<file path="src/rtl/mem_stage_pkg.sv">
// -----------------------------------------------------------------------------
// mem_stage_pkg
//   Constants shared by the memory-access pipeline stage and its neighbours:
//   exception-flag bit positions, load_op bit positions, the 65-bit multiplier
//   result width and the widths of every inter-stage bus.
//
//   Bus widths depend on the exception-vector width, so they are provided both
//   as helper functions (for parameterised instances) and as localparams
//   evaluated at the default EXC_NUM.
// -----------------------------------------------------------------------------
package mem_stage_pkg;

  // Width of the exception-flag vector: {ADEF, ALE, BRK, INE, INT, SYS}.
  localparam int EXC_NUM = 6;

  // Bit positions inside exc_flgs (MSB first as listed above).
  localparam int EXC_FLG_SYS  = 0;
  localparam int EXC_FLG_INT  = 1;
  localparam int EXC_FLG_INE  = 2;
  localparam int EXC_FLG_BRK  = 3;
  localparam int EXC_FLG_ALE  = 4;
  localparam int EXC_FLG_ADEF = 5;

  // Bit positions inside the one-hot load_op field.
  localparam int LOAD_OP_HU = 0;  // ld.hu, zero-extended halfword
  localparam int LOAD_OP_BU = 1;  // ld.bu, zero-extended byte
  localparam int LOAD_OP_W  = 2;  // ld.w,  whole word
  localparam int LOAD_OP_H  = 3;  // ld.h,  sign-extended halfword
  localparam int LOAD_OP_B  = 4;  // ld.b,  sign-extended byte

  // Multiplier side-band: bit 64 picks the high word, [63:0] is the product.
  localparam int MUL_RES_W  = 65;
  localparam int MUL_HI_BIT = 64;

  // {rdcn_en, rdcn_sel, csr_we, csr_wnum[13:0], csr_wmask[31:0],
  //  csr_wdata[31:0], ertn, exc_flgs, res_from_mul, load_op[4:0], gr_we,
  //  dest[4:0], result[31:0], pc[31:0]}
  function automatic int es_to_ms_w(input int exc_num);
    return 158 + exc_num;
  endfunction

  // {csr_we, csr_wnum[13:0], csr_wmask[31:0], csr_wdata[31:0], ertn,
  //  exc_flgs, badv[31:0], gr_we, dest[4:0], final_result[31:0], pc[31:0]}
  function automatic int ms_to_ws_w(input int exc_num);
    return 182 + exc_num;
  endfunction

  localparam int ES_TO_MS_BUS_WD   = es_to_ms_w(EXC_NUM);
  localparam int MS_TO_WS_BUS_WD   = ms_to_ws_w(EXC_NUM);
  // {gr_we_v, dest[4:0], final_result[31:0]}
  localparam int MS_FWD_BLK_BUS_WD = 38;
  // {csr_we_v, ertn_v, csr_wnum[13:0]}
  localparam int MS_CSR_BLK_BUS_WD = 16;

endpackage

</file>
<file path="src/rtl/mem_stage_load_align.sv">
// -----------------------------------------------------------------------------
// ms_load_align
//   Extracts the addressed byte / halfword from a 32-bit SRAM read word and
//   zero- or sign-extends it according to the one-hot load_op.
//
//   Ports
//     rdata   [31:0] in   raw word returned by the data SRAM
//     addr    [1:0]  in   low address bits of the load
//     load_op [4:0]  in   {ld.b, ld.h, ld.w, ld.bu, ld.hu}
//     data    [31:0] out  aligned, extended load value (0 when no load bit set)
// -----------------------------------------------------------------------------
module ms_load_align
  import mem_stage_pkg::*;
(
  input  logic [31:0] rdata,
  input  logic [1:0]  addr,
  input  logic [4:0]  load_op,
  output logic [31:0] data
);

  logic [7:0]  byte_sel;
  logic [15:0] half_sel;

  always_comb begin
    byte_sel = rdata[7:0];
    case (addr)
      2'd0: byte_sel = rdata[7:0];
      2'd1: byte_sel = rdata[15:8];
      2'd2: byte_sel = rdata[23:16];
      2'd3: byte_sel = rdata[31:24];
      default: byte_sel = rdata[7:0];
    endcase
  end

  // Halfword loads are naturally aligned, so only addr[1] matters.
  assign half_sel = addr[1] ? rdata[31:16] : rdata[15:0];

  // load_op is one-hot in normal use; the fixed priority only keeps the
  // result deterministic if a malformed multi-hot value ever arrives.
  always_comb begin
    data = 32'h0;
    if (load_op[LOAD_OP_B]) begin
      data = {{24{byte_sel[7]}}, byte_sel};
    end else if (load_op[LOAD_OP_BU]) begin
      data = {24'h0, byte_sel};
    end else if (load_op[LOAD_OP_H]) begin
      data = {{16{half_sel[15]}}, half_sel};
    end else if (load_op[LOAD_OP_HU]) begin
      data = {16'h0, half_sel};
    end else if (load_op[LOAD_OP_W]) begin
      data = rdata;
    end
  end

endmodule

</file>
<file path="src/rtl/mem_stage.sv">
// -----------------------------------------------------------------------------
// mem_stage
//   Memory-access stage of the five-stage pipeline. Holds one instruction,
//   merges the synchronous data-SRAM read word (for loads) or the multiplier
//   product into final_result, and hands the result to write-back.
//
//   Ports
//     clk, resetn           clock, asynchronous active-low reset
//     es_to_ms_valid/bus    instruction arriving from EXE
//     ms_allowin            MEM can accept a new instruction this cycle
//     es_mul_res_bus [64:0] {select_high, product[63:0]} from the multiplier
//     data_sram_rdata       read word for the load currently held in MEM
//     ws_allowin            WB can accept
//     ms_to_ws_valid/bus    instruction leaving for WB
//     wb_exc, wb_ertn       flush from WB (exception taken / ertn retired)
//     ms_to_es_st_cancel    tells EXE to suppress younger stores
//     ms_fwd_blk_bus        {gr_we_v, dest, final_result} for bypass
//     ms_csr_blk_bus        {csr_we_v, ertn_v, csr_wnum} for CSR hazards
// -----------------------------------------------------------------------------
module mem_stage #(
  parameter int EXC_NUM = mem_stage_pkg::EXC_NUM
) (
  input  logic                                           clk,
  input  logic                                           resetn,
  input  logic                                           es_to_ms_valid,
  output logic                                           ms_allowin,
  input  logic [mem_stage_pkg::es_to_ms_w(EXC_NUM)-1:0]  es_to_ms_bus,
  input  logic [mem_stage_pkg::MUL_RES_W-1:0]            es_mul_res_bus,
  input  logic [31:0]                                    data_sram_rdata,
  input  logic                                           ws_allowin,
  output logic                                           ms_to_ws_valid,
  output logic [mem_stage_pkg::ms_to_ws_w(EXC_NUM)-1:0]  ms_to_ws_bus,
  input  logic                                           wb_exc,
  input  logic                                           wb_ertn,
  output logic                                           ms_to_es_st_cancel,
  output logic [mem_stage_pkg::MS_FWD_BLK_BUS_WD-1:0]    ms_fwd_blk_bus,
  output logic [mem_stage_pkg::MS_CSR_BLK_BUS_WD-1:0]    ms_csr_blk_bus
);

  import mem_stage_pkg::*;

  localparam int ESW = es_to_ms_w(EXC_NUM);

  // ---------------------------------------------------------------------------
  // Pipeline registers
  // ---------------------------------------------------------------------------
  logic                 ms_valid_q, ms_valid_d;
  logic [ESW-1:0]       es_bus_q, es_bus_d;
  logic [MUL_RES_W-1:0] mul_res_q, mul_res_d;

  logic ms_ready_go;
  logic flush;
  logic capture;

  // Data arrives from the SRAM in the cycle the load sits here, so MEM never
  // needs an extra cycle.
  assign ms_ready_go    = 1'b1;
  assign ms_allowin     = !ms_valid_q || (ms_ready_go && ws_allowin);
  assign ms_to_ws_valid = ms_valid_q && ms_ready_go;

  assign flush   = wb_exc | wb_ertn;
  assign capture = es_to_ms_valid && ms_allowin;

  always_comb begin
    ms_valid_d = ms_valid_q;
    es_bus_d   = es_bus_q;
    mul_res_d  = mul_res_q;
    // A flush wins over a same-cycle capture: the arriving instruction is
    // younger than the one that trapped.
    if (flush) begin
      ms_valid_d = 1'b0;
    end else if (ms_allowin) begin
      ms_valid_d = es_to_ms_valid;
    end
    if (capture) begin
      es_bus_d  = es_to_ms_bus;
      mul_res_d = es_mul_res_bus;
    end
  end

  always_ff @(posedge clk or negedge resetn) begin
    if (!resetn) begin
      ms_valid_q <= 1'b0;
      es_bus_q   <= '0;
      mul_res_q  <= '0;
    end else begin
      ms_valid_q <= ms_valid_d;
      es_bus_q   <= es_bus_d;
      mul_res_q  <= mul_res_d;
    end
  end

  // ---------------------------------------------------------------------------
  // Unpack the held instruction
  // ---------------------------------------------------------------------------
  logic               rdcn_en;
  logic               rdcn_sel;
  logic               csr_we;
  logic [13:0]        csr_wnum;
  logic [31:0]        csr_wmask;
  logic [31:0]        csr_wdata;
  logic               ertn;
  logic [EXC_NUM-1:0] exc_flgs;
  logic               res_from_mul;
  logic [4:0]         load_op;
  logic               gr_we;
  logic [4:0]         dest;
  logic [31:0]        result;
  logic [31:0]        pc;

  assign {rdcn_en, rdcn_sel, csr_we, csr_wnum, csr_wmask, csr_wdata, ertn,
          exc_flgs, res_from_mul, load_op, gr_we, dest, result, pc} = es_bus_q;

  // The counter-read controls were consumed in EXE; they only ride along.
  logic unused_rdcn;
  assign unused_rdcn = rdcn_en ^ rdcn_sel;

  // ---------------------------------------------------------------------------
  // Result selection
  // ---------------------------------------------------------------------------
  logic [31:0] load_data;
  logic [31:0] mul_word;
  logic [31:0] final_result;
  logic        has_exc;
  logic [31:0] badv;
  logic        ws_gr_we;

  ms_load_align u_load_align (
    .rdata   (data_sram_rdata),
    .addr    (result[1:0]),
    .load_op (load_op),
    .data    (load_data)
  );

  assign mul_word = mul_res_q[MUL_HI_BIT] ? mul_res_q[63:32] : mul_res_q[31:0];

  always_comb begin
    final_result = result;
    if (|load_op) begin
      final_result = load_data;
    end else if (res_from_mul) begin
      final_result = mul_word;
    end
  end

  assign has_exc = |exc_flgs;

  // Address faults report the data/fetch address in result; every other
  // exception reports the instruction's own pc.
  assign badv = (exc_flgs[EXC_FLG_ALE] || exc_flgs[EXC_FLG_ADEF]) ? result : pc;

  // A faulting instruction must not retire a register write.
  assign ws_gr_we = gr_we && !has_exc;

  assign ms_to_ws_bus = {csr_we, csr_wnum, csr_wmask, csr_wdata, ertn,
                         exc_flgs, badv, ws_gr_we, dest, final_result, pc};

  // ---------------------------------------------------------------------------
  // Hazard / control side-band
  // ---------------------------------------------------------------------------
  // Anything here that will redirect the pipeline means younger stores in EXE
  // must not reach memory.
  assign ms_to_es_st_cancel = ms_valid_q && (has_exc || ertn);

  // Load data is already aligned this cycle, so the bypass never has to stall.
  assign ms_fwd_blk_bus = {ms_valid_q && gr_we, dest, final_result};
  assign ms_csr_blk_bus = {ms_valid_q && csr_we, ms_valid_q && ertn, csr_wnum};

endmodule

</file>
<file path="config.mk">
export PLATFORM = sky130hd
export DESIGN_NAME = mem_stage
export DESIGN_NICKNAME = d
export VERILOG_FILES = /design/src/rtl/mem_stage_pkg.sv /design/src/rtl/mem_stage_load_align.sv /design/src/rtl/mem_stage.sv
export SDC_FILE = /design/constraint.sdc
export NUM_CORES = 1
export LEC_CHECK = 0
export BUFFER_PORTS_ARGS = -buffer_cell sky130_fd_sc_hd__buf_4
export CAP_MARGIN = 20
export CORE_AREA = 5 5 197 199
export DETAILED_ROUTE_END_ITERATION = 12
export DIE_AREA = 0 0 202 204
export MAX_ROUTING_LAYER = met4
export PLACE_DENSITY_LB_ADDON = 0.12
export SYNTH_ARGS = -nofsm -noshare
export SYNTH_HDL_FRONTEND = slang
export SYNTH_SLANG_ARGS = --single-unit
</file>
<file path="constraint.sdc">
create_clock -name clk -period 1.8 [get_ports clk]
set_input_delay 0.18 -clock clk [delete_from_list [all_inputs] [get_ports clk]]
set_output_delay 0.18 -clock clk [all_outputs]
set_load 0.02 [all_outputs]
</file>
==> summary.md <==
| Metric | Value |
|---|---|
| Max cap viols | 0 |
| Initial detailed-routing violation count | 266 |
| Leak Pwr | about 9.0 nW |
| H-tree levels | 1 |
| Post-route worst setup slack | -0.751 ns |
| Number of nets still failing antenna checks after routing | 0 |
| Largest fanout of any net on the critical path | 8 |
| Synthesized area | ~12000 µm² |
| Core occupancy in the finished layout | 0.530 |
| Die area | 41200 µm² |
| Die Span Y | just over 200 µm |
| DR WL/cell | between 20 and 25 µm |
| Core Area | approximately 37000 µm² |
| Max Slew Vio Count | 0 |
| Worst reg2reg path endpoint | es_bus_q[157] |
| Share of the clock period used by the worst path after layout | 1.42 |
| Yosys warning count | 0 |
| Total instance count after detailed placement | 1727 |
| Starting density of the core | 0.314 |
| Synth unique cells | 31 |
| Routability cong. | just under 0.8 |
| Clock root buffer | sky130_fd_sc_hd__clkbuf_16 |
| Wire length of the first global-routing pass | roughly 68000 µm |
| Maximum clock insertion buffer count | 3 |
| Total global routing track utilization | 0.223 |
| Post-route minimum period | 2.55 ns |
| Layout cell share with drive strength beyond 1 | 0.620 |
| I/O pin cnt | between 500 and 600 |
| Number of core rows | 71 |
| Clk_skew | about 0.031 ns |
| Worst Setup Path Type | flip-flop to primary output |
| Average via count per standard cell | between 4 and 5 |
| Total wirelength of the detailed-routed design | around 46000 µm |
| Reg-to-reg slack, setup | approximately 0.28 ns |
| Critical path launch point type | flip-flop |
| TritonCTS sink count | 228 |
| FFs w/ async S/R, synth | 1.00 |
| Number of iterations in the first detailed-routing pass | 4 |
| Most common cell after layout, fill and taps aside | sky130_fd_sc_hd__buf_4 |
| Post-synthesis cell count | 899 |
| Worst Path Arrival | 2.37 ns |
| Total via count after detailed routing | around 9400 |
| Register bit total from synthesis | approximately 230 |
| Average footprint of a synthesized cell | between 10 and 15 µm² |
| DRC viols | 0 |
| Number of enable-type register cells in the synthesized netlist | 0 |
| Total cell area at the placement stage | 15400 µm² |
| Top cells by area, synth | sky130_fd_sc_hd__dfrtp_1, sky130_fd_sc_hd__mux2_2, sky130_fd_sc_hd__buf_4 |
| Status | complete, but fails checks |
| Top library cells by usage in the layout, fill and taps aside | sky130_fd_sc_hd__buf_4, sky130_fd_sc_hd__dlygate4sd3_1, sky130_fd_sc_hd__mux2_2 |
| Horizontal die dimension | 202 µm |
| P per Cell Area | slightly above 900 nW/µm² |
| TritonCTS clock tree | yes |
| Largest net degree at the start of global routing | 67 |
| # port buffers | approximately 500 |
| Worst Hold Slack | 0.201 ns |
| Area Growth Syn to Fin | 69.0% |
| Worst EP required | ~1.6 ns |
| Via count of the first global-routing pass | ~11000 |
| Cell taking the most area after synthesis | sky130_fd_sc_hd__dfrtp_1 |
| Worst slew margin | 0.584 |
| Post-route insts no fill | between 2000 and 2500 |
| Max Freq | slightly below 0.4 GHz |
| Net Count, Synth | between 1000 and 1500 |
| Worst R2R Start | ms_to_ws_valid |
| Clock latency of the later-clocked register in the worst-skew pair | about 0.57 ns |
| Slew at the pin closest to its max-slew limit | around 0.62 ns |
| Number of cell instances on the worst register-to-register path | 5 |
| Failing checks | negative setup slack |
| Final HPWL from detailed placement | between 30000 and 40000 µm |
| Type of element capturing the critical path | primary output |
| Total non-filler cell area in the finished layout | ~20000 µm² |
| Post-synthesis sequential area ratio | 0.491 |
| Antenna violations before repair | 4 |
| Max VDD drop | between 0.7 and 0.8 mV |
| Total number of nets in the final design | roughly 1800 |
| Setup repair after global routing missed its margin | yes |
| Most instantiated flip-flop cell in the synthesis netlist | sky130_fd_sc_hd__dfrtp_1 |
| Final Hold Violating Endpoints | 0 |
| Cts bufs inserted | 28 |
| Final global-route overflow total | 0 |
| Worst hold-check path type | input port to async pin |
| Clk pin slew, worst setup/hold paths | 0.06 ns |
| Fraction of synthesized cell area taken by the top area cell type | 0.491 |
| Final setup fails | between 90 and 100 |
## per-stage QoR
stage	TNS, ns	power [mW]	setup WS, ns
2_1_floorplan	-5.43	9.58	-0.221
3_3_place_gp	-4.97	11.6	-0.167
3_5_place_dp	-5.86	11.6	-0.192
4_1_cts	-53.20	18.4	-0.770
5_1_grt	-57.18	19.1	-0.824
6_report	-48.98	18.3	-0.751
## worst max path at each step
stage	end	slack [ns]	cells after the start	start
after floorplan	ms_to_ws_bus[62]	-0.22	6	es_bus_q[33]
after global placement	ms_to_ws_bus[50]	-0.17	5	es_bus_q[33]
after detailed placement	ms_fwd_blk_bus[18]	-0.19	5	es_bus_q[33]
after CTS	ms_fwd_blk_bus[18]	-0.77	5	es_bus_q[33]
after global routing	ms_to_ws_bus[57]	-0.82	6	es_bus_q[33]
final	ms_to_ws_bus[49]	-0.75	6	es_bus_q[33]
## cell usage after synthesis (10+ instances only)
cell type                  instances
sky130_fd_sc_hd__mux2i_1          33
sky130_fd_sc_hd__nand2_1          14
sky130_fd_sc_hd__buf_4           175
sky130_fd_sc_hd__a21oi_1          22
sky130_fd_sc_hd__a22oi_1          22
sky130_fd_sc_hd__mux2_2          259
sky130_fd_sc_hd__clkbuf_1         17
sky130_fd_sc_hd__o211ai_1         15
sky130_fd_sc_hd__a221o_1          16
sky130_fd_sc_hd__buf_2            32
sky130_fd_sc_hd__o21ai_0          10
sky130_fd_sc_hd__nor2_1           25
sky130_fd_sc_hd__dfrtp_1         228
## logic make-up (layout without fill, tap and decap cells)
| kind of cell | after synthesis | in the layout | synth area share |
|---|---|---|---|
| AO/OA/AOI/OAI | 92 | 93 | 0.0570 |
| flip-flops | 228 | 228 | 0.491 |
| buffers and inverters | 228 | 882 | 0.135 |
| multiplexers | 300 | 300 | 0.295 |
| other | 0 | 5 | 0 |
| AND/OR/NAND/NOR | 51 | 51 | 0.0223 |
## where the power goes
group          switching, mW  internal [mW]  leakage [nW]
clock                   2.24           3.40         0.450
sequential             0.433           5.72          2.66
combinational           3.08           3.45          5.90
total                   5.75           12.6          9.01
## registers in the layout (all words and copies together), names as in the netlist
| signal | cells |
|---|---|
| ms_to_ws_valid | 1 |
| mul_res_q | 65 |
| es_bus_q | 162 |
## final cells by class
cell class	count	area (µm²)
antenna	5	12.5
clock buffer	38	808
clock inverter	9	115
fill	3236	17400
inverter	1	3.75
multi-input combinational	444	4730
sequential	228	5710
tap	474	593
timing repair buffer	834	7670
## critical path, cell delays in order, from the launching register on
cell	delay [ns]
sky130_fd_sc_hd__dfrtp_1	0.39
sky130_fd_sc_hd__mux4_2	0.56
sky130_fd_sc_hd__nand2_4	0.12
sky130_fd_sc_hd__buf_12	0.12
sky130_fd_sc_hd__o21ai_4	0.12
sky130_fd_sc_hd__a221o_1	0.34
sky130_fd_sc_hd__buf_4	0.18
## timing repair
| item | in CTS | in global routing |
|---|---|---|
| endpoints found under the setup margin | 98 | 98 |
| cloned | 7 | 1 |
| endpoints found under the hold margin | 283 | 0 |
| hold buffers | 230 | 0 |
| buffers inserted | 15 | 7 |
| pin swaps | 18 | 5 |
| resized for setup | 132 | 37 |
## per-layer routing
metal	track usage	vias up	share of wire
met2	0.396	373	0.51
li1	-	4308	-
met5	-	-	0
met3	0.0498	53	0.060
met1	0.262	4703	0.40
met4	0.0488	0	0.024
Power figures use the tool's default switching activity.
